==> config.mk <==
export PLATFORM = sky130hd
export DESIGN_NAME = tensor_element_unpacker_flat
export DESIGN_NICKNAME = d
export VERILOG_FILES = /design/src/rtl/tensor_element_unpacker_if.sv /design/src/rtl/tensor_element_unpacker.sv /design/src/flat_wrapper.sv
export SDC_FILE = /design/constraint.sdc
export NUM_CORES = 1
export LEC_CHECK = 0
export ABC_AREA = 1
export BUFFER_PORTS_ARGS = -buffer_cell sky130_fd_sc_hd__buf_2
export CORE_ASPECT_RATIO = 1.1
export CORE_MARGIN = 2
export CORE_UTILIZATION = 49
export CTS_CLUSTER_DIAMETER = 50
export DETAILED_ROUTE_END_ITERATION = 8
export PLACE_DENSITY = 0.8
export SETUP_SLACK_MARGIN = 0.02
export SYNTH_ARGS = -nofsm -noshare
export SYNTH_HDL_FRONTEND = slang
export SYNTH_SLANG_ARGS = --single-unit
==> constraint.sdc <==
create_clock -name clock -period 6.5 [get_ports clock]
set_input_delay 0 -clock clock [delete_from_list [all_inputs] [get_ports clock]]
set_output_delay 0 -clock clock [all_outputs]
set_load 0.005 [all_outputs]
==> src/rtl/tensor_element_unpacker_if.sv <==
// 32-bit word/element stream with last marker and valid/ready flow control.
interface tensor_element_unpacker_if;
    logic [31:0] data;
    logic        last;
    logic        valid;
    logic        ready;

    modport master (output data, output last, output valid, input ready);
    modport slave  (input data, input last, input valid, output ready);
endinterface

==> src/rtl/tensor_element_unpacker.sv <==
// Splits byte-packed little-endian 32-bit words into 1..4 byte elements,
// emitting each zero- or sign-extended to 32 bits on a registered output stream.
module tensor_element_unpacker #(
    parameter bit SIGN_EXT = 1'b0
) (
    input  logic                              clock,
    input  logic                              reset_n,
    input  logic [2:0]                        cfg_elem_bytes,
    input  logic                              cfg_valid,
    output logic                              cfg_ready,
    output logic                              cfg_err,
    tensor_element_unpacker_if.slave          in_stream,
    tensor_element_unpacker_if.master         out_stream,
    output logic                              done,
    output logic [1:0]                        drop_bytes
);
    typedef enum logic {IDLE, RUN} state_t;

    state_t      state_reg;
    logic [2:0]  elem_reg;
    logic        last_seen_reg;
    logic [55:0] buf_reg;
    logic [2:0]  cnt_reg;
    logic [31:0] out_data_reg;
    logic        out_last_reg;
    logic        out_valid_reg;
    logic        cfg_err_reg;
    logic        done_reg;
    logic [1:0]  drop_reg;

    logic        run;
    logic        pop;
    logic        accept;
    logic        final_pop;
    logic        in_ready;
    logic [2:0]  cnt_ap;
    logic [55:0] shifted;
    logic [55:0] buf_next;
    logic [31:0] elem_ext;

    always_comb begin
        run       = (state_reg == RUN);
        pop       = run && (cnt_reg >= elem_reg) && (!out_valid_reg || out_stream.ready);
        cnt_ap    = pop ? (cnt_reg - elem_reg) : cnt_reg;
        // Combinational out_ready -> in_ready so E=4 sustains one word per cycle.
        in_ready  = run && !last_seen_reg && (cnt_ap < elem_reg);
        accept    = in_stream.valid && in_ready;
        final_pop = pop && last_seen_reg && (cnt_ap < elem_reg);
        shifted   = pop ? (buf_reg >> {elem_reg, 3'b000}) : buf_reg;
        buf_next  = shifted | ({24'd0, in_stream.data} << {cnt_ap, 3'b000});

        elem_ext = buf_reg[31:0];
        case (elem_reg)
            3'd1:    elem_ext = {{24{SIGN_EXT & buf_reg[7]}},  buf_reg[7:0]};
            3'd2:    elem_ext = {{16{SIGN_EXT & buf_reg[15]}}, buf_reg[15:0]};
            3'd3:    elem_ext = {{8{SIGN_EXT & buf_reg[23]}},  buf_reg[23:0]};
            default: elem_ext = buf_reg[31:0];
        endcase
    end

    always_ff @(posedge clock) begin
        if (!reset_n) begin
            state_reg     <= IDLE;
            elem_reg      <= 3'd0;
            last_seen_reg <= 1'b0;
            buf_reg       <= 56'd0;
            cnt_reg       <= 3'd0;
            out_data_reg  <= 32'd0;
            out_last_reg  <= 1'b0;
            out_valid_reg <= 1'b0;
            cfg_err_reg   <= 1'b0;
            done_reg      <= 1'b0;
            drop_reg      <= 2'd0;
        end else begin
            cfg_err_reg <= 1'b0;
            done_reg    <= 1'b0;
            drop_reg    <= 2'd0;

            // The output register drains on its own, even after returning to IDLE.
            if (pop) begin
                out_data_reg  <= elem_ext;
                out_last_reg  <= last_seen_reg && (cnt_ap < elem_reg);
                out_valid_reg <= 1'b1;
            end else if (out_stream.ready) begin
                out_valid_reg <= 1'b0;
            end

            case (state_reg)
                IDLE: begin
                    if (cfg_valid) begin
                        if (cfg_elem_bytes != 3'd0 && cfg_elem_bytes <= 3'd4) begin
                            elem_reg      <= cfg_elem_bytes;
                            last_seen_reg <= 1'b0;
                            state_reg     <= RUN;
                        end else begin
                            cfg_err_reg <= 1'b1;
                        end
                    end
                end
                RUN: begin
                    if (final_pop) begin
                        state_reg <= IDLE;
                        done_reg  <= 1'b1;
                        drop_reg  <= cnt_ap[1:0];
                        buf_reg   <= 56'd0;
                        cnt_reg   <= 3'd0;
                    end else if (accept) begin
                        buf_reg <= buf_next;
                        cnt_reg <= cnt_ap + 3'd4;
                        if (in_stream.last) begin
                            last_seen_reg <= 1'b1;
                        end
                    end else if (pop) begin
                        buf_reg <= shifted;
                        cnt_reg <= cnt_ap;
                    end
                end
                default: state_reg <= IDLE;
            endcase
        end
    end

    assign cfg_ready        = (state_reg == IDLE);
    assign cfg_err          = cfg_err_reg;
    assign done             = done_reg;
    assign drop_bytes       = drop_reg;
    assign in_stream.ready  = in_ready;
    assign out_stream.data  = out_data_reg;
    assign out_stream.last  = out_last_reg;
    assign out_stream.valid = out_valid_reg;
endmodule

==> src/flat_wrapper.sv <==
// flat-port wrapper written by rule: the top's interface ports become plain ports
module tensor_element_unpacker_flat 
#(
    parameter bit SIGN_EXT = 1'b0
)
  (clock, reset_n, cfg_elem_bytes, cfg_valid, cfg_ready, cfg_err, done, drop_bytes, in_stream_data, in_stream_last, in_stream_valid, in_stream_ready, out_stream_data, out_stream_last, out_stream_valid, out_stream_ready);
  tensor_element_unpacker_if in_stream_i ();
  tensor_element_unpacker_if out_stream_i ();
  input  logic clock;
  input  logic reset_n;
  input  logic [2:0] cfg_elem_bytes;
  input  logic cfg_valid;
  output logic cfg_ready;
  output logic cfg_err;
  output logic done;
  output logic [1:0] drop_bytes;
  input wire logic [$bits(in_stream_i.data)-1:0] in_stream_data;
  input wire logic [$bits(in_stream_i.last)-1:0] in_stream_last;
  input wire logic [$bits(in_stream_i.valid)-1:0] in_stream_valid;
  output wire logic [$bits(in_stream_i.ready)-1:0] in_stream_ready;
  output wire logic [$bits(out_stream_i.data)-1:0] out_stream_data;
  output wire logic [$bits(out_stream_i.last)-1:0] out_stream_last;
  output wire logic [$bits(out_stream_i.valid)-1:0] out_stream_valid;
  input wire logic [$bits(out_stream_i.ready)-1:0] out_stream_ready;
  assign in_stream_i.data = in_stream_data;
  assign in_stream_i.last = in_stream_last;
  assign in_stream_i.valid = in_stream_valid;
  assign in_stream_ready = in_stream_i.ready;
  assign out_stream_data = out_stream_i.data;
  assign out_stream_last = out_stream_i.last;
  assign out_stream_valid = out_stream_i.valid;
  assign out_stream_i.ready = out_stream_ready;
  tensor_element_unpacker #(.SIGN_EXT(SIGN_EXT)) u_core (.clock(clock), .reset_n(reset_n), .cfg_elem_bytes(cfg_elem_bytes), .cfg_valid(cfg_valid), .cfg_ready(cfg_ready), .cfg_err(cfg_err), .in_stream(in_stream_i), .out_stream(out_stream_i), .done(done), .drop_bytes(drop_bytes));
endmodule
# Word level (Yosys, flattened, before mapping)
# Cells that the tools add are included.
[word_totals] inputBits=41 reg_bits=102 out_inout_bits=40 elab_cells=74
[op_classes] n_reduce_logical=21 bitwise=4 order_cmp=3 n_eq_ne=8 addsub=2 n_shift=2 n_mux=23
[op_table] op="2-to-1 mux 56 bit" n=4
[op_table] op="one-hot mux 32 bit (3 select lines)" n=1
[op_table] op="OR 56 bit" n=1
[op_table] op="left shift 32 x 6 -> 56 bit" n=1
[op_table] op="right shift 56 x 6 -> 56 bit" n=1
[op_table] op="2-to-1 mux 1 bit" n=12
[op_table] op="2-to-1 mux 3 bit" n=4
[op_table] op="logical AND 1 bit" n=9
[op_table] op="inequality test 2 bit, second input constant" n=4
[op_table] op="== test 3 x 2 -> 1 bit, second input constant" n=2
[op_table] op="AND reduction 3 bit" n=2
[op_table] op="nonzero test 3 bit" n=2
[op_table] op="AND reduction 5 bit" n=1
[op_table] op="one-hot mux 1 bit (2 select lines)" n=2
[op_table] op="AND reduction 2 bit" n=2
[op_table] op="adder 3 bit, second input constant" n=1
[op_table] op="== test 3 x 1 -> 1 bit, second input constant" n=1
[op_table] op="greater-or-equal comparator 3 bit" n=1
[op_table] op="less-or-equal comparator 3 bit, second input constant" n=1
[op_table] op="less-than comparator 3 bit" n=1
[op_table] op="NOT 1 bit" n=3
[op_table] op="OR reduction 3 bit" n=1
[op_table] op="subtractor 3 bit" n=1
[op_table] op="logical NOT 1 bit" n=2
[op_table] op="other kinds (3)" n=3

# Longest topological paths before layout
[depth] ltp_word=10 mapped_depth=24 mapped_depth_nobuf=20

# Worst setup path after synthesis
# No wires, ideal clock.
[synth_path] kind="flip-flop to flip-flop" from="register u_core.elem_reg[2]" to="register u_core.buf_reg[36]" t_arrival_ns=3.416 setup_time_ns=0.065 n_path_buf=5 t_required_ns=6.435 path_slack_ns=3.019 period_less_slack_ns=3.481 path_stages_with_launch=20 cell_sequence="dfxtp_1 > clkbuf_1 > clkinv_1 > clkbuf_1 > ha_1 > nand2_1 > clkinv_1 > nand2_1 > nand2_2 > nand3_2 > buf_6 > o21ai_4 > buf_4 > ha_1 > a21oi_1 > nand4_4 > buf_1 > o21ai_1 > nand2_1 > nor2_1"
[synth_between] elab_chain_len=9 word_cells_on_any_way=19 classes_between="add/sub: 1; order compare: 2; shift: 2; mux: 5; bitwise: 1; reduce/logical: 8"
[synth_lines] element="from (decl)" line_no="tensor_element_unpacker.sv:20" rtl="logic [2:0] elem_reg;"
[synth_lines] element="from (signal assigned)" line_no="tensor_element_unpacker.sv:92" rtl="elem_reg <= cfg_elem_bytes;"
[synth_lines] element="branches (longest 9 deep; another with greater-or-equal comparator 3 bit)"
[synth_lines] element="to (signal assigned)" line_no="tensor_element_unpacker.sv:108" rtl="buf_reg <= buf_next;"
[synth_lines] element="to (signal assigned)" line_no="tensor_element_unpacker.sv:114" rtl="buf_reg <= shifted;"
[synth_lines] element="to (decl)" line_no="tensor_element_unpacker.sv:22" rtl="logic [55:0] buf_reg;"
# Parallel ways; which one is timed is not known. The select of a mux whose other input is x is not followed.
# A chain may end at the register's enable or synchronous reset.

# Worst setup path in the final report
[layout_path] from="register u_core.elem_reg[2]" to="register u_core.buf_reg[40]"
# Same word-level chain as after synthesis.

==> impl_summary.md <==
Route
The number of nets still failing antenna checks after routing is 0. The routed wire length per instance is 16.4 um. After the first detailed-routing iteration, the DRC count stood at 1196. The total via count after detailed routing is 7919. Wires add up to 22.4 mm. After detailed routing, the number of remaining DRC violations is 0.

The average vias per placed instance is 5.78. The number of search-and-repair iterations in the first detailed-routing pass is 6.

Worst setup path
Along the worst path, the maximum fanout reaches 53. For the worst setup path, the data required time is 6.78 ns. The cell depth of the worst flop-to-flop path is 19. The element type at the critical path start is a register. The critical path starts at u_core.elem_reg[2]. The data arrival time of the critical path is 5.53 ns. The critical path is of the register to register type. The capturing instance or port of the critical path is u_core.buf_reg[40].

The critical path endpoint category is a register. The worst flop-to-flop path endpoint is u_core.buf_reg[40]. The slack of the worst reg-to-reg path is around 1.3 ns.

The launch instance of the worst register-to-register path is u_core.elem_reg[2].

Clock tree
Clock latency on the worst-skew pair, taken at its later pin, is about 0.35 ns. The number of buffers inserted by post-CTS setup repair is 0. The total of hold buffers inserted after clock tree synthesis is 8. The maximum root-to-sink buffer count is 2. The clock tree synthesis step divided the H-tree into 3 levels. The CTS buffer count is 9.

The clock slew seen by the registers of the worst setup and hold paths is 0.07 ns. Counting every sink on the clock net gives 102. The tree is rooted in a clkbuf_16. The number of gates resized after CTS was 0. The CTS tree is done.

Floorplan
Once the floorplan was initialized, standard cells occupied 49.8% of the core. The die covers 0.0149 mm^2. The height of the die is 128 um.

The core area is approximately 0.014 mm^2. The die width is 116 um. In this run the core area contains 45 standard-cell rows. The number of primary I/O pins is 81.

Synthesis
Sorting the synthesized cells by area gives the leading types as dfxtp_1 (30%), nand2_1 (25%), nand3_1 (9.8%). Yosys printed 0 warnings. The number of instances in the synthesized netlist is 1155.

The post-synthesis instance area is 0.00681 mm^2. The total nets after synthesis is 1202. The share of synthesized area in the top cell type comes to 30.0%.

Summing the sequential cell areas from Yosys gives 30.0% of the chip area. The number of different library cells used by synthesis comes to 33. The number of synthesized register bits is 102. The mean instance size in the synthesized netlist is 5.90 um^2.

Of all cell types, the one taking the most synthesized area is dfxtp_1.

Layout
The filler cell count is 1399. At the end of the flow the core is filled with cells to 54.8%. Cells with a size suffix above 1 make up 10.7% of the layout. From synthesis to final layout, the design area changed by 10.0%. The number of nets in the layout is 1225. The number of antenna diodes is 0. The register with the most flip-flops in the layout has 56 of them.

Global route
The largest net degree at the start of global routing is 99. The total global routing overflow is 0. The number of antenna violations at the first check in global routing came to 0. The first global-routing pass estimated between 30 and 40 mm of wire.

The via count of the first global-routing pass was 6802. The overall global routing resource usage is 30.7%.

Pwr
The peak supply drop is between 0.0001 and 0.00015 V. Dividing total power by cell area gives a power density of 271 mW/mm^2. The final total power is between 0.002 and 0.0025 W.

The static leakage power is between 3 and 4 nW.

Placement
The congestion estimate from routability-driven global placement came to 0.968. The HPWL after detailed placement is 15.0 mm. The port buffer count is 80.

STA
The count of final hold-check violations is 0. The total count of max-transition violations in the final report is 0. Measured against its own limit, the worst slew margin works out to 31.6%. Setup repair after global routing left no endpoint under its margin.

For this run, the top clock speed supported by timing is 191 MHz. At the pin with the least slew margin, the transition time is a little over 1 ns. The final critical-path share of the clock period is 80.7%. On the final layout, the worst clock skew is 0.00515 ns.

Setup violations remaining at the end of the flow were counted as 0. After routing, the total negative slack on setup checks comes to 0 ns. Subtracting the final worst setup slack from the clock period gives 5.24 ns.

Run
The max-capacitance violation count is 0.

Run status
The flow ran to the end, and the final reports show no timing, DRC or antenna violations.

Min path
The type of the tightest min-delay check is input port to register.
-- placed cells by master, fill, tap and decap left out, types with 13 or more instances in the layout --
| cell | Yosys | layout |
|---|---|---|
| a21oi_1 | 47 | 47 |
| a31oi_1 | 24 | 24 |
| buf_2 | 19 | 80 |
| buf_4 | 9 | 13 |
| dfxtp_1 | 102 | 102 |
| inv_1 | 36 | 36 |
| nand2_1 | 447 | 447 |
| nand3_1 | 133 | 133 |
| nor2_1 | 84 | 84 |
| o21ai_0 | 96 | 96 |
| o21ai_1 | 25 | 25 |
-- how the worst min path moves through the flow --
stage | to | startpoint | slack, ns | cells past startpoint
floorplan | u_core.elem_reg[2] | cfg_elem_bytes[2] | 0.12 | 1
global placement | u_core.last_seen_reg | in_stream_last | 0.24 | 3
detailed placement | u_core.last_seen_reg | in_stream_last | 0.26 | 3
CTS | u_core.out_stream.valid | out_stream_ready | 0.09 | 4
global route | u_core.out_stream.valid | out_stream_ready | 0.16 | 4
finish | u_core.out_stream.valid | out_stream_ready | 0.11 | 4
-- cells by family (layout without fill, tap and decap cells) --
family,Yosys count,in the layout,share of synthesized area (%)
AND/OR/NAND/NOR,691,691,42.0
AO/OA/AOI/OAI,221,221,18.0
XOR/XNOR,2,2,0.257
buffers and inverters,133,161,8.51
adder cells (fa/ha/maj),6,6,1.21
flip-flops,102,102,30.0
-- area by class of cell --
cell class	count	area (um^2)	area share, %
Timing Repair Buffer	101	578	7.72
Tap cell	188	235	3.14
Multi-Input combinational cell	920	4190	55.9
Inverter	44	165	2.20
Clock buffer	10	229	3.06
Sequential cell	102	2040	27.3
Clock inverter	6	53.8	0.718
-- Yosys cell counts, drive strengths merged --
cell / n
o21a: 1
fa: 1
buf: 38
nor3: 2
o311ai: 8
nor2: 87
clkbuf: 51
nand3: 134
a211oi: 2
o21ai: 122
xnor2: 2
inv: 40
dfxtp: 102
nand4: 13
a21oi: 47
o21bai: 9
a31oi: 24
nand2: 455
a22oi: 8
clkinv: 4
ha: 5
-- report_power, final --
part | switching, W | internal (W) | total (W) | leakage (nW)
combinational | 0.000559 | 0.000228 | 0.000787 | 2.41
clock | 0.000254 | 0.000267 | 0.000521 | 0.136
sequential | 0.0000472 | 0.000672 | 0.000719 | 0.827
-- stage by stage --
| step | instance area [um^2] | hold WS [ns] | cells | worst slack, ns |
|---|---|---|---|---|
| after floorplan | 6810 | 0.124 | 1155 | 3.02 |
| after global placement | 7130 | 0.239 | 1347 | 1.51 |
| after detailed placement | 7130 | 0.262 | 1347 | 1.42 |
| after CTS | 7490 | 0.0939 | 1371 | 1.38 |
| after global routing | 7490 | 0.160 | 1371 | 0.931 |
| final | 7490 | 0.112 | 1371 | 1.26 |
-- critical path, cell delays in order, from the launching register on --
cell	delay (ns)
dfxtp_1	0.31
buf_4	0.34
clkinv_1	0.11
buf_4	0.28
ha_1	0.39
nand2_1	0.08
clkinv_1	0.04
nand2_1	0.05
nand2_2	0.09
nand3_2	0.14
buf_4	0.35
o21ai_4	0.70
ha_1	0.38
a21oi_1	0.32
nand4_4	0.56
inv_2	0.63
nand2_1	0.15
nand2_1	0.09
nand2_1	0.05
nor2_1	0.09
-- layer usage --
layer,global-route usage (%),share of wire (%)
met5,0,0
met4,15.8,5.2
met3,5.93,10
met2,46.3,45
met1,41.4,40
Power figures use the tool's default switching activity.
